<file path="config.mk">
export PLATFORM = sky130hd
export DESIGN_NAME = tl_d_queue
export DESIGN_NICKNAME = d
export VERILOG_FILES = /design/src/rtl/tl_d_queue.sv
export SDC_FILE = /design/constraint.sdc
export NUM_CORES = 1
export LEC_CHECK = 0
export CAP_MARGIN = 0
export CORE_ASPECT_RATIO = 0.75
export CORE_UTILIZATION = 43
export DETAILED_ROUTE_END_ITERATION = 10
export PLACE_DENSITY_LB_ADDON = 0.1
export RECOVER_POWER = 50
export SLEW_MARGIN = 5
export SYNTH_ARGS = -nofsm -noshare
export SYNTH_HDL_FRONTEND = slang
export SYNTH_SLANG_ARGS = --single-unit
</file>
<file path="constraint.sdc">
create_clock -name clock -period 7.8 [get_ports clock]
set_input_delay 1.17 -clock clock [delete_from_list [all_inputs] [get_ports clock]]
set_output_delay 1.17 -clock clock [all_outputs]
set_load 0.05 [all_outputs]
</file>
<file path="src/rtl/tl_d_queue.sv">
// ---------------------------------------------------------------------------
// tl_d_queue
// Elastic buffer for the TileLink D (response) channel. It sits between a
// slave's D port and the client-side crossbar and fully decouples the two
// ready/valid handshakes. Depth, field widths and the optional pipe and flow
// bypass paths are set by parameters.
//
// Ports
//   clock, reset            rising-edge clock, asynchronous active-high reset
//   io_enq_valid/ready      producer handshake
//   io_enq_bits_*           D fields: opcode, param, size, source, sink,
//                           denied, data, corrupt
//   io_deq_valid/ready      consumer handshake
//   io_deq_bits_*           head entry fields, same order and widths
//   io_count                current occupancy, 0..DEPTH
// ---------------------------------------------------------------------------
module tl_d_queue #(
   parameter int DEPTH    = 2,
   parameter int DATA_W   = 64,
   parameter int SIZE_W   = 4,
   parameter int SOURCE_W = 5,
   parameter int SINK_W   = 3,
   parameter int PIPE     = 0,
   parameter int FLOW     = 0
) (
   input  logic                         clock,
   input  logic                         reset,
   input  logic                         io_enq_valid,
   output logic                         io_enq_ready,
   input  logic [2:0]                   io_enq_bits_opcode,
   input  logic [1:0]                   io_enq_bits_param,
   input  logic [SIZE_W-1:0]            io_enq_bits_size,
   input  logic [SOURCE_W-1:0]          io_enq_bits_source,
   input  logic [SINK_W-1:0]            io_enq_bits_sink,
   input  logic                         io_enq_bits_denied,
   input  logic [DATA_W-1:0]            io_enq_bits_data,
   input  logic                         io_enq_bits_corrupt,
   input  logic                         io_deq_ready,
   output logic                         io_deq_valid,
   output logic [2:0]                   io_deq_bits_opcode,
   output logic [1:0]                   io_deq_bits_param,
   output logic [SIZE_W-1:0]            io_deq_bits_size,
   output logic [SOURCE_W-1:0]          io_deq_bits_source,
   output logic [SINK_W-1:0]            io_deq_bits_sink,
   output logic                         io_deq_bits_denied,
   output logic [DATA_W-1:0]            io_deq_bits_data,
   output logic                         io_deq_bits_corrupt,
   output logic [$clog2(DEPTH+1)-1:0]   io_count
);

   localparam int PTR_W   = (DEPTH > 1) ? $clog2(DEPTH) : 1;
   localparam int CNT_W   = $clog2(DEPTH + 1);
   localparam bit PIPE_EN = (PIPE != 0);
   localparam bit FLOW_EN = (FLOW != 0);

   // Declaration order puts opcode at the least significant bits.
   typedef struct packed {
      logic                corrupt;
      logic [DATA_W-1:0]   data;
      logic                denied;
      logic [SINK_W-1:0]   sink;
      logic [SOURCE_W-1:0] source;
      logic [SIZE_W-1:0]   size;
      logic [1:0]          param;
      logic [2:0]          opcode;
   } entry_t;

   entry_t           r_ram [DEPTH];
   logic [PTR_W-1:0] r_enqPtr;
   logic [PTR_W-1:0] r_deqPtr;
   logic             r_maybeFull;

   entry_t           w_enqEntry;
   entry_t           w_deqEntry;
   logic             w_ptrMatch;
   logic             w_empty;
   logic             w_full;
   logic             w_doEnq;
   logic             w_doDeq;
   logic             w_bypass;
   logic             w_push;
   logic             w_pop;
   logic [PTR_W:0]   w_ptrDiff;
   logic [PTR_W:0]   w_ptrDist;

   // Wraps from DEPTH-1 to 0 so that depths that are not a power of two
   // never index past the end of the array.
   function automatic logic [PTR_W-1:0] nextPtr(input logic [PTR_W-1:0] p);
      return (p == PTR_W'(DEPTH - 1)) ? '0 : p + PTR_W'(1);
   endfunction

   // Pack the incoming beat into one storage word.
   always_comb begin
      w_enqEntry         = '0;
      w_enqEntry.opcode  = io_enq_bits_opcode;
      w_enqEntry.param   = io_enq_bits_param;
      w_enqEntry.size    = io_enq_bits_size;
      w_enqEntry.source  = io_enq_bits_source;
      w_enqEntry.sink    = io_enq_bits_sink;
      w_enqEntry.denied  = io_enq_bits_denied;
      w_enqEntry.data    = io_enq_bits_data;
      w_enqEntry.corrupt = io_enq_bits_corrupt;
   end

   // Equal pointers are ambiguous on their own; maybe_full records whether
   // the last pointer-changing operation was a write, which tells full from
   // empty. The pipe path lets a full queue accept when the head is leaving,
   // and the flow path lets an empty queue present the incoming beat.
   always_comb begin
      w_ptrMatch   = (r_enqPtr == r_deqPtr);
      w_empty      = w_ptrMatch & ~r_maybeFull;
      w_full       = w_ptrMatch & r_maybeFull;
      io_enq_ready = ~w_full | (PIPE_EN & io_deq_ready);
      io_deq_valid = ~w_empty | (FLOW_EN & io_enq_valid);
      w_doEnq      = io_enq_valid & io_enq_ready;
      w_doDeq      = io_deq_valid & io_deq_ready;
      // A beat that flows straight through an empty queue never touches the
      // storage, so the write and both pointer moves are suppressed.
      w_bypass     = FLOW_EN & w_empty & io_deq_ready;
      w_push       = w_doEnq & ~w_bypass;
      w_pop        = w_doDeq & ~w_bypass;
   end

   // Head entry is read combinationally; when flowing through an empty
   // queue the enq fields are forwarded instead.
   always_comb begin
      w_deqEntry = r_ram[r_deqPtr];
      if (FLOW_EN && w_empty) begin
         w_deqEntry = w_enqEntry;
      end
      io_deq_bits_opcode  = w_deqEntry.opcode;
      io_deq_bits_param   = w_deqEntry.param;
      io_deq_bits_size    = w_deqEntry.size;
      io_deq_bits_source  = w_deqEntry.source;
      io_deq_bits_sink    = w_deqEntry.sink;
      io_deq_bits_denied  = w_deqEntry.denied;
      io_deq_bits_data    = w_deqEntry.data;
      io_deq_bits_corrupt = w_deqEntry.corrupt;
   end

   // Occupancy: pointer distance modulo DEPTH, with DEPTH added back when
   // the raw difference goes negative. Equal pointers mean 0 or DEPTH.
   always_comb begin
      w_ptrDiff = {1'b0, r_enqPtr} - {1'b0, r_deqPtr};
      w_ptrDist = w_ptrDiff;
      if (w_ptrDiff[PTR_W]) begin
         w_ptrDist = w_ptrDiff + (PTR_W+1)'(DEPTH);
      end
      if (w_ptrMatch) begin
         io_count = r_maybeFull ? CNT_W'(DEPTH) : '0;
      end else begin
         io_count = CNT_W'(w_ptrDist);
      end
   end

   // Pointer and full-flag state. Reset empties the queue immediately; the
   // stored words are left as they are because they are unreachable once
   // both pointers are zero and maybe_full is clear.
   always_ff @(posedge clock or posedge reset) begin
      if (reset) begin
         r_enqPtr    <= '0;
         r_deqPtr    <= '0;
         r_maybeFull <= 1'b0;
      end else begin
         if (w_push) begin
            r_enqPtr <= nextPtr(r_enqPtr);
         end
         if (w_pop) begin
            r_deqPtr <= nextPtr(r_deqPtr);
         end
         if (w_push != w_pop) begin
            r_maybeFull <= w_push;
         end
      end
   end

   // Storage array, written at the enqueue pointer. When full in pipe mode
   // this overwrites the slot being dequeued in the same cycle; the reader
   // still sees the old word until the edge.
   always_ff @(posedge clock) begin
      if (w_push) begin
         r_ram[r_enqPtr] <= w_enqEntry;
      end
   end

endmodule
</file>
==> impl_summary.txt <==
----------------------------------------------------
[Die]
  Width of the die ... 142 µm
  Num ports ... 174
  Row cnt ... 37
  Placeable core region ... 14000 µm²
  Die area ... 15100 µm²
  Initial standard-cell utilization of the core ... 44.9%
  Die Span Y ... 107 µm

[Yosys]
  Avg Synthesized Cell Area ... 22.2 µm²
  Sequential-to-total area share from yosys stat ... 80.3%
  Top cell type by total area after synthesis ... sky130_fd_sc_hd__edfxtp_1
  Area share of the largest cell type after synthesis ... 79.1%
  Leading cell types by count after synthesis ... sky130_fd_sc_hd__edfxtp_1, sky130_fd_sc_hd__mux2_2, sky130_fd_sc_hd__mux2_4, sky130_fd_sc_hd__buf_2, sky130_fd_sc_hd__buf_6
  Synthesized netlist cell count ... 284
  Async set or reset register ratio after synthesis ... 1.78%
  Count leader, synth ... sky130_fd_sc_hd__edfxtp_1
  Synth Flop Type ... sky130_fd_sc_hd__edfxtp_1
  Number of synthesized flops with an enable pin ... 166
  Number of warning messages in the yosys log ... 0
  Cell area after synthesis ... 6300 µm²
  Unique cell type count in the Yosys netlist ... 21
  Synthesized netlist net count ... 371
  Flip-flop and latch count after synthesis ... 169
  Synth area leaders ... sky130_fd_sc_hd__edfxtp_1, sky130_fd_sc_hd__mux2_2, sky130_fd_sc_hd__mux2_4

[Pwr]
  LEAKAGE ... 3.08 nW
  Max rail drop VDD ... 0.000284 V
  Power per cell area ... 437 nW/µm²

[Drt]
  DRC violation total after the first TritonRoute iteration ... 185
  TritonRoute pass-1 iters ... 4
  Remaining antenna violation count ... 0
  Post-Route WL ... 11.5 mm
  Avg WL per Cell ... 17.0 µm
  DRC viols ... 0
  Routed vias/inst ... 4.75
  Detailed-route via count ... 3233

[Clock network]
  Postcts setup bufs ... 0
  Clock sinks ... 169
  Cell at the root of the clock tree ... sky130_fd_sc_hd__clkbuf_16
  Total clock buffers created by CTS ... 17
  Clock network latency to the later pin of the worst-skew pair ... 0.42 ns
  Depth of the CTS H-tree ... 4
  Clock transition time at the flip-flop clock pins of the worst setup and hold paths ... 0.06 ns
  Number of resized instances in the post-cts repair step ... 0
  CTS tree ... yes
  Number of hold-repair buffers added at the cts stage ... 0
  CTS max path bufs ... 2

[STA]
  Final setup violating endpoints ... 0
  Hold Fails Final Rpt ... 0
  Skew final ... 0.00718 ns
  Total negative slack for setup checks ... 0 ns
  Slew Limit Headroom ... -43.4%
  Slew Limit Fails ... 75
  Achievable frequency ... 235 MHz
  Setup repair after global routing missed its margin ... no
  Slew @ Worst Pin ... 2.15 ns
  Post-layout min period ... 4.26 ns
  Final worst-path cycle share ... 54.6%

[Placement]
  Post-DP HPWL ... 7.46 mm
  Weighted congestion reported at the end of routability-driven placement ... 0.715
  Placed Cells ... 646
  PortBufs ... 173

[Global route]
  Via count of the first global-routing pass ... 3441
  Global-route wire length before repair ... 17.8 mm
  Largest net degree at the start of global routing ... 52
  Global route overflow ... 0
  Total track usage ... 16.2%
  Initial antenna violation count ... 3

[Setup path]
  Critical-path cell list ... buf_4 > mux2_2 > clkdlybuf4s50_1
  R2R setup slack ... 4.43 ns
  Crit path capture ... io_deq_bits_source[0]
  Sort of element at the end of the critical path ... primary output
  Arr. time, crit path ... 3.09 ns
  CP startpoint ... r_deqPtr
  End of the worst register-to-register path ... r_ram[0][20]
  Combined buffer and inverter count along the critical path ... 2
  Kind of start point of the critical path ... register
  Family with the most delay on the worst path ... buffers and inverters
  R2r worst-path depth ... 3
  Required time reported for the critical path endpoint ... 6.63 ns
  Worst-path cell with the longest stage delay ... sky130_fd_sc_hd__dfrtp_4
  Biggest cell delay along the critical path ... 0.93 ns
  Critical path depth in cells ... 3
  Max FO, Critical Path ... 51
  Origin of the critical flop-to-flop path ... r_deqPtr
  Crit Path Class ... register to primary output

[Status]
  Violations in the final reports ... max-capacitance violations, max-slew violations
  Outcome ... finished with violations

[Layout]
  Number of standard cells in the final layout excluding fillers ... 680
  Synth-to-layout area growth ... 40.3%
  Layout cell share with drive strength beyond 1 ... 23.6%
  Net count, final ... 557

[Run]
  Count of maximum capacitance violations ... 2

[Min path]
  Worst min path class ... register to register

----------------------------------------------------
==> cells by family (layout without fill, tap and decap cells) <==
logic type | Yosys count | count (layout) | share of synthesized area, %
DFF | 169 | 169 | 80.3
muxes | 83 | 83 | 16.4
buffers and inverters | 15 | 214 | 1.59
and+or+nand+nor | 10 | 10 | 0.894
AOI/OAI and AO/OA | 6 | 6 | 0.616
xor gates and xnor gates | 1 | 1 | 0.139
other | 0 | 2 | 0
==> tightest hold or removal path: stages (launching register included) <==
cell	delay, ns
sky130_fd_sc_hd__dfrtp_1	0.44
sky130_fd_sc_hd__inv_1	0.08
sky130_fd_sc_hd__o21ai_0	0.10
==> cell usage in the layout, fill, tap and decap left out <==
master / n
sky130_fd_sc_hd__clkinv_2: 1
sky130_fd_sc_hd__a21oi_1: 1
sky130_fd_sc_hd__xnor2_1: 1
sky130_fd_sc_hd__o211ai_1: 1
sky130_fd_sc_hd__diode_2: 2
sky130_fd_sc_hd__nor3b_1: 1
sky130_fd_sc_hd__mux2_4: 27
sky130_fd_sc_hd__nor2_1: 1
sky130_fd_sc_hd__o21ai_0: 1
sky130_fd_sc_hd__clkinvlp_4: 3
sky130_fd_sc_hd__dfrtp_4: 1
sky130_fd_sc_hd__dlygate4sd3_1: 86
sky130_fd_sc_hd__nand3b_1: 2
sky130_fd_sc_hd__buf_4: 3
sky130_fd_sc_hd__nor2b_1: 1
sky130_fd_sc_hd__dfrtp_1: 2
sky130_fd_sc_hd__clkinv_4: 2
sky130_fd_sc_hd__nand2b_1: 2
sky130_fd_sc_hd__edfxtp_1: 166
sky130_fd_sc_hd__clkbuf_16: 17
sky130_fd_sc_hd__clkdlybuf4s50_1: 87
sky130_fd_sc_hd__nand2_1: 3
sky130_fd_sc_hd__bufinv_16: 4
sky130_fd_sc_hd__clkbuf_1: 3
sky130_fd_sc_hd__a31oi_1: 1
sky130_fd_sc_hd__inv_1: 4
sky130_fd_sc_hd__o21bai_1: 1
sky130_fd_sc_hd__mux2_2: 56
sky130_fd_sc_hd__o21a_1: 1
sky130_fd_sc_hd__clkinv_1: 4
==> report_power, final <==
part	internal (mW)	switching [mW]	leakage, nW
logic	0.614	1.04	1.22
registers	1.24	0.105	1.57
clock network	0.531	0.327	0.286
total	2.38	1.48	3.08
==> metrics by stage <==
step / power, mW / utilization (%) / worst slack (ns) / cell area, µm² / hold slack, ns
after floorplan: 2.57 / - / 0.0127 / 6300 / 0.580
after global placement: 3.04 / 58.8 / 3.92 / 8250 / 0.627
after detailed placement: 3.05 / 58.8 / 3.92 / 8250 / 0.661
after CTS: 3.92 / 63.1 / 3.46 / 8860 / 0.684
after global routing: 4.01 / 63.0 / 3.40 / 8840 / 0.699
final: 3.86 / 63.0 / 3.54 / 8840 / 0.676
==> layout make-up <==
type | count | area, µm²
clock buffers | 18 | 429
clock inverters | 14 | 180
diodes | 2 | 5.00
flip-flops and latches | 169 | 5060
fillers | 1011 | 5190
inverters | 4 | 15.0
well taps | 195 | 244
repair buffers | 178 | 1760
multi-input cells | 100 | 1140
==> registers in the layout (all words and copies together) (netlist names) <==
| signal | cells |
|---|---|
| r_enqPtr | 1 |
| r_ram | 166 |
| r_deqPtr | 1 |
| r_maybeFull | 1 |
==> metal layers <==
layer  up-vias  global-route usage, %  wire [µm]
li1       1498                      -          -
met1      1596                   19.2       4780
met2       118                   25.9       5610
met3        19                   6.39        939
met4         2                   7.60        194
met5         -                      0         13
==> worst min path at each step <==
stage                  start  endpoint  slack, ns  cells after the start
floorplan           r_enqPtr  r_enqPtr       0.58                      2
global placement    r_enqPtr  r_enqPtr       0.63                      2
detailed placement  r_enqPtr  r_enqPtr       0.66                      2
CTS                 r_enqPtr  r_enqPtr       0.68                      2
global route        r_enqPtr  r_enqPtr       0.70                      2
finish              r_enqPtr  r_enqPtr       0.68                      2
Note: power is estimated with default switching activity, not from simulation.
